File: src/rtl/sd_pkg.sv
// Shared types and constants for the SD SPI command path.
// Holds the scheduler state encoding, the frame start bits and the timeout response pattern.
package sd_pkg;

    typedef enum logic [2:0] {
        ST_IDLE,
        ST_CRC,
        ST_ISSUE,
        ST_WAIT,
        ST_GAP
    } sd_state_t;

    localparam logic [1:0]  FRAME_START  = 2'b01;
    localparam logic [39:0] RESP_TIMEOUT = 40'hFF_FFFF_FFFF;
    localparam int          CRC_BITS     = 40;

endpackage

File: src/rtl/sd_crc7.sv
// Serial CRC7 (x^7+x^3+1, zero seed), one message bit per cycle, MSB first.
// Latency: crc reflects a bit the cycle after bit_valid; always accepts input.
module sd_crc7 (
    input  logic       clk,
    input  logic       rst_n,
    input  logic       clear,
    input  logic       bit_valid,
    input  logic       bit_in,
    output logic [6:0] crc
);

    logic fb;
    assign fb = crc[6] ^ bit_in;

    always_ff @(posedge clk) begin
        if (!rst_n) begin
            crc <= '0;
        end else if (clear) begin
            crc <= '0;
        end else if (bit_valid) begin
            crc <= {crc[5:0], 1'b0} ^ (fb ? 7'h09 : 7'h00);
        end
    end

endmodule

File: src/rtl/sd_spi_cmd_scheduler.sv
// Round-robin arbiter that frames SD commands (CRC7), runs one engine transaction, then idles sd_cs.
// Latency: eng_start 42 cycles after req_ready; req_done 1 cycle after eng_done; no grant until GAP ends.
module sd_spi_cmd_scheduler
    import sd_pkg::*;
#(
    parameter int GAP_CYCLES      = 64,
    parameter int WATCHDOG_CYCLES = 1000000
) (
    input  logic            clk,
    input  logic            rst_n,
    input  logic [1:0]      req_valid,
    output logic [1:0]      req_ready,
    input  logic [1:0][5:0] req_index,
    input  logic [1:0][31:0] req_arg,
    input  logic [1:0][2:0] req_resp_len,
    output logic [1:0]      req_done,
    output logic [39:0]     resp,
    output logic            resp_timeout,
    output logic            eng_start,
    output logic [47:0]     eng_cmd,
    output logic [2:0]      eng_resp_len,
    input  logic            eng_done,
    input  logic [39:0]     eng_resp,
    input  logic            eng_timeout,
    output logic            sd_cs,
    output logic            fast_clk
);

    localparam int GAP_W = $clog2(GAP_CYCLES + 1);
    localparam int WD_W  = $clog2(WATCHDOG_CYCLES + 1);

    sd_state_t         state;
    logic              owner;
    logic              last_grant;
    logic              winner;
    logic [5:0]        cap_index;
    logic [31:0]       cap_arg;
    logic [2:0]        cap_len;
    logic [39:0]       frame_sh;
    logic [5:0]        crc_cnt;
    logic [GAP_W-1:0]  gap_cnt;
    logic [WD_W-1:0]   wd_cnt;
    logic              crc_clear;
    logic              crc_bit_vld;
    logic [6:0]        crc;

    // Contention goes to whoever was not served last; a lone requester always wins.
    always_comb begin
        winner = req_valid[1];
        if (req_valid == 2'b11) begin
            winner = ~last_grant;
        end
    end

    // CRC phase: count 0 clears, counts 1..40 feed bits, count 41 latches the frame.
    assign crc_clear   = (state == ST_CRC) && (crc_cnt == 6'd0);
    assign crc_bit_vld = (state == ST_CRC) && (crc_cnt != 6'd0) && (crc_cnt <= 6'(CRC_BITS));

    sd_crc7 u_crc7 (
        .clk       (clk),
        .rst_n     (rst_n),
        .clear     (crc_clear),
        .bit_valid (crc_bit_vld),
        .bit_in    (frame_sh[39]),
        .crc       (crc)
    );

    always_ff @(posedge clk) begin
        if (!rst_n) begin
            state        <= ST_IDLE;
            owner        <= 1'b0;
            last_grant   <= 1'b1;
            cap_index    <= '0;
            cap_arg      <= '0;
            cap_len      <= '0;
            frame_sh     <= '0;
            crc_cnt      <= '0;
            gap_cnt      <= '0;
            wd_cnt       <= '0;
            req_ready    <= '0;
            req_done     <= '0;
            resp         <= '0;
            resp_timeout <= 1'b0;
            eng_start    <= 1'b0;
            eng_cmd      <= '0;
            eng_resp_len <= '0;
            sd_cs        <= 1'b1;
            fast_clk     <= 1'b0;
        end else begin
            req_ready <= '0;
            req_done  <= '0;
            eng_start <= 1'b0;
            case (state)
                ST_IDLE: begin
                    if (|req_valid) begin
                        req_ready  <= winner ? 2'b10 : 2'b01;
                        owner      <= winner;
                        last_grant <= winner;
                        cap_index  <= req_index[winner];
                        cap_arg    <= req_arg[winner];
                        cap_len    <= req_resp_len[winner];
                        frame_sh   <= {FRAME_START, req_index[winner], req_arg[winner]};
                        crc_cnt    <= '0;
                        state      <= ST_CRC;
                    end
                end
                ST_CRC: begin
                    crc_cnt <= crc_cnt + 6'd1;
                    if (crc_bit_vld) begin
                        frame_sh <= {frame_sh[38:0], 1'b0};
                    end
                    if (crc_cnt == 6'(CRC_BITS + 1)) begin
                        eng_cmd      <= {FRAME_START, cap_index, cap_arg, crc, 1'b1};
                        eng_resp_len <= cap_len;
                        eng_start    <= 1'b1;
                        sd_cs        <= 1'b0;
                        state        <= ST_ISSUE;
                    end
                end
                ST_ISSUE: begin
                    wd_cnt <= '0;
                    state  <= ST_WAIT;
                end
                ST_WAIT: begin
                    if (eng_done) begin
                        resp         <= eng_resp;
                        resp_timeout <= eng_timeout;
                        req_done     <= owner ? 2'b10 : 2'b01;
                        if (cap_index == 6'd41 && !eng_timeout && eng_resp[39:32] == 8'h00) begin
                            fast_clk <= 1'b1;
                        end
                        sd_cs   <= 1'b1;
                        gap_cnt <= '0;
                        state   <= ST_GAP;
                    end else if (wd_cnt == WD_W'(WATCHDOG_CYCLES - 1)) begin
                        resp         <= RESP_TIMEOUT;
                        resp_timeout <= 1'b1;
                        req_done     <= owner ? 2'b10 : 2'b01;
                        sd_cs        <= 1'b1;
                        gap_cnt      <= '0;
                        state        <= ST_GAP;
                    end else begin
                        wd_cnt <= wd_cnt + 1'b1;
                    end
                end
                ST_GAP: begin
                    if (gap_cnt == GAP_W'(GAP_CYCLES - 1)) begin
                        state <= ST_IDLE;
                    end else begin
                        gap_cnt <= gap_cnt + 1'b1;
                    end
                end
                default: state <= ST_IDLE;
            endcase
        end
    end

endmodule

File: config.mk
export PLATFORM = sky130hd
export DESIGN_NAME = sd_spi_cmd_scheduler
export DESIGN_NICKNAME = d
export VERILOG_FILES = /design/src/rtl/sd_pkg.sv /design/src/rtl/sd_crc7.sv /design/src/rtl/sd_spi_cmd_scheduler.sv
export SDC_FILE = /design/constraint.sdc
export NUM_CORES = 1
export LEC_CHECK = 0
export ABC_AREA = 1
export ABC_CLOCK_PERIOD_IN_PS = 4900
export CORE_ASPECT_RATIO = 2
export CORE_MARGIN = 2
export CORE_UTILIZATION = 45
export DETAILED_ROUTE_END_ITERATION = 8
export PLACE_DENSITY_LB_ADDON = 0.08
export SETUP_SLACK_MARGIN = 0.05
export SYNTH_ARGS = -nofsm -noshare
export SYNTH_HDL_FRONTEND = slang
export SYNTH_SLANG_ARGS = --single-unit
File: constraint.sdc
create_clock -name clk -period 4.9 [get_ports clk]
set_clock_uncertainty 0.05 [all_clocks]
set_input_delay 0.98 -clock clk [delete_from_list [all_inputs] [get_ports clk]]
set_output_delay 0.98 -clock clk [all_outputs]
set_load 0.01 [all_outputs]
# Word-level counts from Yosys, hierarchy flattened
# Cells that the tools add are included.
[classes]
add_sub_neg = 3
order_cmp = 2
n_eq_ne = 17
n_mux = 38
bitwise = 4
n_reduce_logical = 30
[op_table]
columns = ["operator", "n"]
rows = [
  ["$mux W40", 4],
  ["$pmux W40 S2", 1],
  ["$mux W32", 2],
  ["$mux W20", 2],
  ["$pmux W20 S2", 1],
  ["$mux W3", 7],
  ["$mux W7", 3],
  ["$add A20 B1 Y20 const B", 1],
  ["$eq A20 B20 Y1 const B", 1],
  ["$mux W6", 3],
  ["$reduce_and A3 Y1", 6],
  ["$pmux W3 S5", 1],
  ["$pmux W7 S2", 1],
  ["$eq A6 B6 Y1 const B", 2],
  ["$ne A2 B2 Y1 const B", 6],
  ["$pmux W6 S2", 1],
  ["$reduce_and A2 Y1", 6],
  ["$reduce_bool A2 Y1", 5],
  ["$logic_not A8 Y1", 1],
  ["$mux W2", 4],
  ["$add A7 B1 Y7 const B", 1],
  ["$eq A7 B6 Y1 const B", 1],
  ["$xor A7 B7 Y7", 1],
  ["$add A6 B1 Y6 const B", 1],
  ["20 further kinds", 32],
]
[totals]
regBits = 224
in_bits = 128
out_inout_bits = 99
wordCells = 114

# Longest topological paths before layout
[logic_depth]
ltp_word = 6
mapped_depth = 12

# Modules after synthesis
# Synthesis repeated with hierarchy kept, for this count alone.
[unflattened]
hier_cells = 1342
hier_area_um2 = 9572.9
[modules_own_cells]
columns = ["module", "n_inst", "cells_per_inst", "area_each_um2"]
rows = [
  ["sd_spi_cmd_scheduler", 1, 1301, 9241.4],
  ["sd_crc7", 1, 41, 331.6],
]

# Worst setup path before layout
# OpenSTA, ideal clock, no wires.
[synth_path]
kind = "input-to-reg"
from = "in req_valid[1]"
to = "reg frame_sh[36]"
setup_time_ps = 117
t_arrival_ps = 1930
required_time_ps = 4733
slack_ps = 2803
stages = 8
n_path_buf = 2
cell_sequence = "o21ai_2 -> inv_2 -> nor2_4 -> inv_2 -> buf_6 -> buf_6 -> o21ai_1 -> nor2_1"
[synth_between]
elab_chain_cells = 6
word_cells_on_any_way = 9
classes_between = "2 x eq/ne; 5 x mux; 2 x reduce/logical"
[synth_lines]
columns = ["item", "line_no", "source"]
rows = [
  ["from (decl)", "sd_spi_cmd_scheduler.sv:11", "input logic [1:0] req_valid,"],
  ["$eq A2 B2 Y1", "sd_spi_cmd_scheduler.sv:50", "if (req_valid == 2'b11) begin"],
  ["$mux W1", "sd_spi_cmd_scheduler.sv:50", ""],
  ["$mux W6 (not written as such) (2 in series)", "sd_spi_cmd_scheduler.sv:102", "frame_sh <= {FRAME_START, req_index[winner], req_arg[winner]};"],
  ["$mux W40", "sd_spi_cmd_scheduler.sv:95", "if (|req_valid) begin"],
  ["$pmux W40 S2", "sd_spi_cmd_scheduler.sv:93", "case (state)"],
  ["to (signal assigned)", "sd_spi_cmd_scheduler.sv:102", ""],
  ["to (signal assigned)", "sd_spi_cmd_scheduler.sv:110", "frame_sh <= {frame_sh[38:0], 1'b0};"],
  ["to (decl)", "sd_spi_cmd_scheduler.sv:39", "logic [39:0] frame_sh;"],
]
# Several ways; a longest one is shown, not always the timed one. The select of a mux whose other input is x is not followed.
# A chain may end at the register's enable or synchronous reset.

# Worst setup path in the final report
[layout_path]
from = "in req_valid[0]"
to = "reg frame_sh[34]"
# Same word-level chain as after synthesis.

==> results.cfg <==
[worst_setup_path]
critPathCaptureType = flop
crit_required_ps = 5250
slowest_stage = clkdlybuf4s50_1
worst_setup_path_start_kind = primary input
r2r_slack_ps = 2180
max_stage_delay_ps = 530
cp.arrival_ps = 3260
path_max_fanout = 43
cpMostUsedCell = nand2_1
critPathKind = primary input to flop
crit_path_cell_trace = clkdlybuf4s50_1, nand2_1, nand2_2, buf_4, inv_2, nand2_1, nand2_1, nand2_1, nand2_1, o21ai_0, nor2_1
timing.rr.start = state[1]
r2r-end = wd_cnt[17]
reg2regPathDepth = 7

[finish]
finalNonFillerCells = 1785
antenna_cells = 0
seqCellArea_um2 = 4460
multi_input_area_um2 = 4380
fin_nets = 1636
area_growth_pct = 30.6
fin_area_um2 = 12500
layout-drive-gt1-share_pct = 4.35
fill_cells = 2021

[die]
io_pins = 227
dieArea_um2 = 22500
dieWidth_um = 107
core_area_um2 = 20900
die_h_um = 210
rows = 75
start_util_pct = 45.7

[sta]
setup_violations = 0
drv_slew = 0
min_period_ps = 2910
tightest_slew_ps = 1150
finalCritPeriodShare_pct = 59.5
finalWorstSetupSlack_ps = 1990
timing.fmax_mhz = 343
slew_headroom_pct = 23.4
rsz0062_at_grt = no
hold_viol = 0
setup_tns_ps = 0

[synthesis]
ys_ff_latch = 223
synthArstFlopShare_pct = 0
synth_top_area_share_pct = 46.6
synth-seq-area-share_pct = 46.6
ys_types = 40
synthSimpleGateAreaFrac_pct = 25.3
synth_edf_count = 0
synth_ff_type = dfxtp_1
synth_xor_area_share_pct = 1.01
synth_top_family_by_area = simple AND/OR/NAND/NOR gates
netlist_area_um2 = 9570
syn_inst = 1328
synthMuxAreaShare_pct = 0
synth_top_cell_by_area = dfxtp_1
synthAdderAreaFrac_pct = 0.654
yosysWarnings = 0
synthesis.nets = 1461
synth_area_leaders = dfxtp_1, nand2_1, o21ai_0
synth_compound_area_share_pct = 18.7
avgSynthCellArea_um2 = 7.21

[clock_network]
clk_pin_slew_ps = 60
ctsHoldBuffers = 0
htreeDepth = 1
clkLatencyLatePin_ps = 500
cts.sinks = 223
cts_resized = 0
numCtsBuffers = 21
postCtsSetupBuffers = 0
cts_tree = yes
clockRootBuffer = clkbuf_16
clockBufferDepth = 3

[route]
ant_nets = 0
num_vias = 9112
drt_iter0_drc = 397
via_per_inst = 5.10
drt_first_pass_iters = 5
dr_wl_met3_um = 1280
wl_per_cell_um = 15.3
highest_layer = met4
drt-total-wl_um = 27300
wl_met1_um = 10000
wl_met2_um = 15000
drc = 0

[power_and_ir_drop]
p_int_uw = 3200
power.switching_uw = 1340
p_seq_share_pct = 46.6
switching_share_pct = 29.5
ir_drop_mv = 0.306
p_total_uw = 4530
power_density_nw_per_um2 = 363
p_comb_share_pct = 19.2
leakagePower_uw = 0.00479
p_clk_share_pct = 34.2

[global_routing]
grt_pass1_wl_um = 43400
overflow = 0
track_usage_pct = 23.8
antenna_found_initial = 0
grt_max_degree = 103
grt_pass1_vias = 8800

[placed_design]
hpwl_um = 18500
dp_slack_ps = 1470
place_congestion = 0.910
dpl_cell_area_um2 = 11900
dp_cells = 1749
port_buffers = 225

[worst_hold_path]
hp-class = flop to flop
hold-path-endpoint = req_done[0]
hold_path_depth = 1
hold_start = owner

[run]
maxCapViolCount = 0

[status]
outcome = completed
## stage by stage
step | utilization, % | hold WS (ps)
2_1_floorplan | - | 362
3_3_place_gp | 56.7 | 380
3_5_place_dp | 56.7 | 389
4_1_cts | 59.8 | 399
5_1_grt | 59.8 | 410
6_report | 59.8 | 391
## cell usage in the layout (no fill, tap or decap), types with 6 or more instances in the layout
master,count
nor3_1,9
inv_2,9
nand2_1,245
nand4_1,7
dfxtp_1,223
buf_4,10
nor2_1,211
clkdlybuf4s50_1,224
inv_1,89
o21ai_0,174
clkbuf_1,6
nor3b_1,34
xnor2_1,6
nand3_1,40
a31oi_1,31
clkbuf_16,21
a21oi_1,122
## worst max-delay path, delay by kind of cell
| kind | cells | cell delay, ps |
|---|---|---|
| compound gates | 1 | 180 |
| simple gates | 7 | 610 |
| buf+inv | 3 | 1430 |
## power by group through the flow
stage / clock [µW] / sequential [µW] / combinational (µW)
2_1_floorplan: 0 / 2130 / 598
3_3_place_gp: 0 / 2150 / 864
3_5_place_dp: 0 / 2150 / 875
4_1_cts: 1580 / 2110 / 880
5_1_grt: 1650 / 2130 / 983
6_report: 1550 / 2110 / 872
## worst max path at each step
stage                     cells past startpoint    startpoint      endpoint
after floorplan                               8  req_valid[1]  frame_sh[36]
after global placement                        9  req_valid[0]  frame_sh[32]
after detailed placement                     11  req_valid[0]  frame_sh[34]
after CTS                                    11  req_valid[0]  frame_sh[34]
after global routing                         11  req_valid[0]  frame_sh[34]
final                                        11  req_valid[0]  frame_sh[34]
## cell families (layout without fill, tap and decap cells)
family / after synthesis / after routing
AOI/OAI and AO/OA: 343 / 343
xor gates and xnor gates: 11 / 11
adders and majority gates: 5 / 5
buffers and inverters: 181 / 369
DFF: 223 / 223
other: 1 / 1
and+or+nand+nor: 564 / 564
## flip-flops by register name, summed over array words and instances, names as in the netlist
signal        count
eng_resp_len      3
gap_cnt           7
owner             1
cap_arg          32
cap_len           3
crc_cnt           6
frame_sh         40
wd_cnt           20
cap_index         6
last_grant        1
sd_cs             1
eng_start         1
fast_clk          1
resp_timeout      1
req_done          2
u_crc7.crc        7
req_ready         2
eng_cmd          46
state             3
resp             40
## layout make-up
type                       count  area share [%]
tap                          269            2.69
clock buffer                  31            4.82
sequential                   223            35.7
timing repair buffer         234            18.5
clock inverter                 5           0.260
multi-input combinational    924            35.0
inverter                      99            2.98
## synth_stat cells (4+ instances only)
master      n
a211oi_1    5
a21oi_1   122
a31oi_1    31
buf_2      23
clkbuf_1   53
dfxtp_1   223
ha_1        5
inv_1      89
inv_2       9
nand2_1   246
nand3_1    40
nand3_2     4
nand4_1     7
nor2_1    211
nor3_1      9
nor3b_1    34
o21ai_0   174
xnor2_1     6
xor2_1      5
## routing by layer
metal	vias to the layer above	GRT usage, %
met2	236	46.4
met4	0	8.78
met5	-	0
met1	4133	25.5
met3	53	2.88
li1	4690	-
(Power assumes the default switching activity.)
